### src/rtl/tt_sweep_pkg.sv
// Shared types and constants for the truth-table sweeper.
// Build option: TT_SWEEP_SIGNATURE_EN enables the rolling sweep signature.
package tt_sweep_pkg;

  typedef enum logic [2:0] {
    IDLE    = 3'd0,
    SETTLE  = 3'd1,
    CAPTURE = 3'd2,
    EMIT    = 3'd3,
    DONE    = 3'd4
  } state_t;

  localparam int          IN_BITS  = 4;
  localparam int          NUM_OUTS = 10;
  localparam logic [3:0]  LAST_IDX = 4'd15;

  // Reference response of the combinational stage, indexed by {w,x,y,z}.
  localparam logic [NUM_OUTS-1:0] GOLDEN [16] = '{
    10'h020, 10'h0A1, 10'h3C2, 10'h1F3,
    10'h044, 10'h2B5, 10'h1E6, 10'h307,
    10'h098, 10'h1A9, 10'h2DA, 10'h0FB,
    10'h36C, 10'h12D, 10'h25E, 10'h15F
  };

  // Counter preload for a settle window; 0 behaves as 1, clamped to 8 bits.
  function automatic logic [7:0] settle_load(input int cycles);
    if (cycles <= 1)
      return 8'd0;
    else if (cycles >= 255)
      return 8'd254;
    else
      return 8'(cycles - 1);
  endfunction

endpackage

### src/rtl/truth_table_sweeper_settle_timer.sv
// Purpose: 8-bit loadable down-counter with zero flag for the settle window.
// Latency: load/decrement visible the cycle after the request.
// Backpressure: none; holds at zero until reloaded.
module settle_timer (
  input  logic       clk,
  input  logic       rst,
  input  logic       load,
  input  logic [7:0] load_val,
  input  logic       dec,
  output logic       zero
);

  logic [7:0] cnt;

  always_ff @(posedge clk) begin
    if (rst)
      cnt <= 8'd0;
    else if (load)
      cnt <= load_val;
    else if (dec && (cnt != 8'd0))
      cnt <= cnt - 8'd1;
  end

  assign zero = (cnt == 8'd0);

endmodule

### src/rtl/truth_table_sweeper.sv
// Purpose: walks {w,x,y,z} through 0..15, captures f_in after a settle window, streams one row per combination.
// Latency: first row_valid SETTLE_CYCLES+1 cycles after start; done registered one cycle after the DONE state.
// Backpressure: row held stable in EMIT until row_ready; signature only with TT_SWEEP_SIGNATURE_EN.
module truth_table_sweeper
  import tt_sweep_pkg::*;
#(
  parameter int SETTLE_CYCLES = 6
) (
  input  logic                clk,
  input  logic                rst,
  input  logic                start,
  output logic                busy,
  output logic                w,
  output logic                x,
  output logic                y,
  output logic                z,
  input  logic [NUM_OUTS-1:0] f_in,
  output logic                row_valid,
  input  logic                row_ready,
  output logic [3:0]          row_index,
  output logic [NUM_OUTS-1:0] row_outputs,
  output logic                done,
  output logic [NUM_OUTS-1:0] signature
);

  localparam logic [7:0] SETTLE_LOAD = settle_load(SETTLE_CYCLES);

  state_t     state, state_n;
  logic [3:0] idx;
  logic       tmr_load, tmr_dec, tmr_zero;
  logic       done_q;
  logic       row_hs;

  settle_timer u_timer (
    .clk      (clk),
    .rst      (rst),
    .load     (tmr_load),
    .load_val (SETTLE_LOAD),
    .dec      (tmr_dec),
    .zero     (tmr_zero)
  );

  assign row_hs = (state == EMIT) && row_ready;

  always_comb begin
    state_n  = state;
    tmr_load = 1'b0;
    tmr_dec  = 1'b0;
    case (state)
      IDLE: begin
        if (start) begin
          state_n  = SETTLE;
          tmr_load = 1'b1;
        end
      end
      SETTLE: begin
        if (tmr_zero)
          state_n = CAPTURE;
        else
          tmr_dec = 1'b1;
      end
      CAPTURE: state_n = EMIT;
      EMIT: begin
        if (row_ready) begin
          if (idx == LAST_IDX) begin
            state_n = DONE;
          end else begin
            state_n  = SETTLE;
            tmr_load = 1'b1;
          end
        end
      end
      DONE:    state_n = IDLE;
      default: state_n = IDLE;
    endcase
  end

  always_ff @(posedge clk) begin
    if (rst) begin
      state       <= IDLE;
      idx         <= 4'd0;
      row_index   <= 4'd0;
      row_outputs <= '0;
      done_q      <= 1'b0;
    end else begin
      state  <= state_n;
      done_q <= (state == DONE);
      if (state == IDLE && start)
        idx <= 4'd0;
      if (state == CAPTURE) begin
        row_outputs <= f_in;
        row_index   <= idx;
      end
      // Returning idx to 0 on the last row parks the stage inputs at 0 for DONE.
      if (row_hs)
        idx <= (idx == LAST_IDX) ? 4'd0 : idx + 4'd1;
    end
  end

`ifdef TT_SWEEP_SIGNATURE_EN
  logic [NUM_OUTS-1:0] sig_q;

  always_ff @(posedge clk) begin
    if (rst)
      sig_q <= '0;
    else if (state == IDLE && start)
      sig_q <= '0;
    else if (row_hs)
      sig_q <= {sig_q[NUM_OUTS-2:0], sig_q[NUM_OUTS-1]} ^ row_outputs;
  end

  assign signature = sig_q;
`else
  assign signature = '0;
`endif

  assign busy         = (state != IDLE);
  assign row_valid    = (state == EMIT);
  assign {w, x, y, z} = idx;
  assign done         = done_q;

endmodule
### config.mk
export PLATFORM = sky130hd
export DESIGN_NAME = truth_table_sweeper
export DESIGN_NICKNAME = d
export VERILOG_FILES = /design/src/rtl/tt_sweep_pkg.sv /design/src/rtl/truth_table_sweeper_settle_timer.sv /design/src/rtl/truth_table_sweeper.sv
export SDC_FILE = /design/constraint.sdc
export NUM_CORES = 1
export LEC_CHECK = 0
export ABC_CLOCK_PERIOD_IN_PS = 5350
export CORE_MARGIN = 8
export CORE_UTILIZATION = 45
export CTS_BUF_LIST = sky130_fd_sc_hd__clkbuf_4
export CTS_CLUSTER_SIZE = 20
export DETAILED_ROUTE_END_ITERATION = 10
export PLACE_DENSITY = 0.87
export SETUP_SLACK_MARGIN = 0.05
export SYNTH_ARGS = -nofsm -noshare
export SYNTH_HDL_FRONTEND = slang
export SYNTH_SLANG_ARGS = --single-unit
### constraint.sdc
create_clock -name clk -period 5.35 [get_ports clk]
set_clock_uncertainty 0.1 [all_clocks]
set_input_delay 0.8025 -clock clk [delete_from_list [all_inputs] [get_ports clk]]
set_output_delay 0.8025 -clock clk [all_outputs]
set_load 0.02 [all_outputs]
==> impl_metrics.tcl <==
set metrics [dict create \
    seq_area_frac_synth_pct 43.6 \
    area_delta_synth_final_pct 27.7 \
    period_share_pct 50.4 \
    critPathSlowestCell "clkdlybuf4s50_1" \
    drc 0 \
    tightest_slew_ps 901 \
    cts_tree "done" \
    hold_violations 0 \
    die_area_um2 5080 \
    antenna_left 0 \
    detail_route.wl_per_cell_um 13.9 \
    ys_ff_latch 30 \
    hold_end "row_outputs[9]" \
    place_hpwl_um 2280 \
    portBuffers 34 \
    synth-async-reset-ratio_pct 0 \
    drt-initial-drc-count 68 \
    nNetsFinal 211 \
    tns_ps 0 \
    final_cells 228 \
    post_cts_resized 0 \
    synth_edf_count 0 \
    status "completed" \
    die_h_um 71.3 \
    cp_max_fo 10 \
    fin_worst_hold_slack_ps 357 \
    grt_max_degree 26 \
    worstRegToRegCells 6 \
    via_per_inst 5.15 \
    dp.cells 220 \
    hold_path_depth 2 \
    grt_usage_pct 12.4 \
    swShare_pct 29.8 \
    slew_viol_final 0 \
    synth.distinct_cells 39 \
    critPathArrivalTime_ps 1800 \
    path_cells "or3_2 -> clkdlybuf4s50_1" \
    clk-insertion-delay-late_ps 320 \
    crit_type "register to output port" \
    maxCapViolCount 0 \
    pin_count 45 \
    syn_area_um2 1380 \
    clock.fmax_mhz 371 \
    mostFrequentLayoutCells "34 x clkdlybuf4s50_1, 30 x nand2_1, 30 x dfxtp_1, 17 x a21oi_1, 12 x nor2_1" \
    globalplace.congestion 0.824 \
    fp-row-count 20 \
    worstReg2RegEnd "u_timer.cnt[2]" \
    final_common_cell "clkdlybuf4s50_1" \
    cts_buffers 5 \
    cts_sinks 30 \
    grt_antenna_before_repair 0 \
    min_period_ps 2700 \
    grt_overflow 0 \
    drt-total-wl_um 3170 \
    worstSetupStartpointType "register" \
    hold_buffers 0 \
    seqPwrFrac_pct 43.7 \
    hp-start "row_outputs[9]" \
    switching_power_w 0.000179 \
    yosys_most_used_dff "dfxtp_1" \
    final_layout_size_suffix_gt1_share_pct 8.72 \
    grt_pass1_wl_um 5160 \
    syn_inst 163 \
    p_clk_share_pct 30.4 \
    critPathMaxStageDelay_ps 560 \
    p_int_w 0.000423 \
    slew_headroom_pct 39.7 \
    core_um2 2980 \
    rsz0062_at_grt "no" \
    irDropWorstVdd_mv 0.186 \
    setup_viol 0 \
    path_clk_slew_ps 90 \
    combPwrFrac_pct 25.9 \
    cts-htree-levels 2 \
    die_x_um 71.3 \
    cts_buffer_depth 2 \
    p_per_area_nw_per_um2 342 \
    p_leak_nw 0.631 \
    ys_warn_count 0 \
    vias 1175 \
    r2r_start "u_timer.cnt[0]" \
    regToRegSetupSlack_ps 3220 \
    dr.pass1.iters 4 \
    setup_ws_ps 2650 \
    grt_pass1_vias 1097 \
    cp.required_ps 4450 \
    endpoint_kind "output port" \
    pre_cts_ws_ps 2620 \
    p_total_w 0.000602 \
    n_antenna_cell 0 \
    nFillCells 262 \
    avgSynthCellArea_um2 8.44 \
    hold_path_class "register to register" \
    cts_setup_buffers 0 \
    initial_utilization_pct 46.2 \
    cts_root_buffer "clkbuf_4" \
]
layout make-up:
type,count,area (um2),area share (%)
inverter,3,11.3,0.641
clock inverter,1,30.0,1.71
clock buffer,7,52.6,2.99
multi-input combinational,120,682,38.8
sequential,30,601,34.2
tap,33,41.3,2.35
timing repair buffer,34,340,19.4
worst max path at each step:
| stage | from | to | slack [ps] | cells past startpoint |
|---|---|---|---|---|
| floorplan | row_ready | u_timer.cnt[1] | 3270 | 5 |
| global placement | rst | u_timer.cnt[1] | 2620 | 3 |
| detailed placement | rst | u_timer.cnt[1] | 2620 | 3 |
| CTS | state[2] | busy | 2640 | 2 |
| global route | state[2] | busy | 2590 | 2 |
| finish | state[2] | busy | 2650 | 2 |
logic make-up after synthesis:
family,Yosys count,share of synthesized area [%]
simple gates,71,27.1
flops,30,43.6
buf+inv,22,9.27
other cells,1,0.272
fa+ha+maj,3,2.73
mux,1,0.727
compound gates,31,13.7
xor+xnor,4,2.55
power groups by stage:
stage	clock network (W)	registers, W	logic (W)
6_report	0.000183	0.000263	0.000156
5_1_grt	0.000198	0.000266	0.000172
4_1_cts	0.000187	0.000262	0.000156
3_5_place_dp	0	0.000267	0.000154
3_3_place_gp	0	0.000267	0.000152
2_1_floorplan	0	0.000268	0.000110
worst max-delay path, delay by kind of cell, from the launching register on:
family / cells / cell delay (ps)
simple gates: 1 / 520
buf+inv: 1 / 560
flops: 1 / 400
cell usage after synthesis (4+ instances only):
| cell type | number | area share [%] |
|---|---|---|
| or3_1 | 4 | 1.8 |
| nand2_1 | 30 | 8.2 |
| dfxtp_1 | 30 | 44 |
| a21oi_1 | 17 | 6.2 |
| buf_4 | 10 | 5.5 |
| nor2_1 | 12 | 3.3 |
| nor4b_1 | 4 | 2.5 |
| clkbuf_1 | 6 | 1.6 |
registers in the layout, indices dropped and copies added, names as in the netlist:
register,count
done,1
idx,4
row_index,4
row_outputs,10
state,3
u_timer.cnt,8
through the flow:
step | area [um2] | util (%)
after floorplan | 1410 | -
after global placement | 1680 | 56.3
after detailed placement | 1680 | 56.3
after CTS | 1760 | 59.0
after global routing | 1760 | 59.0
final | 1760 | 59.0
layer usage:
| metal | routed length (um) | up-vias | track usage (%) |
|---|---|---|---|
| li1 | - | 609 | - |
| met1 | 1400 | 535 | 13.5 |
| met2 | 1550 | 27 | 20.3 |
| met3 | 180 | 4 | 5.30 |
| met4 | 34 | 0 | 6.00 |
| met5 | 0 | - | 0 |
Note: power is estimated with default switching activity, not from simulation.
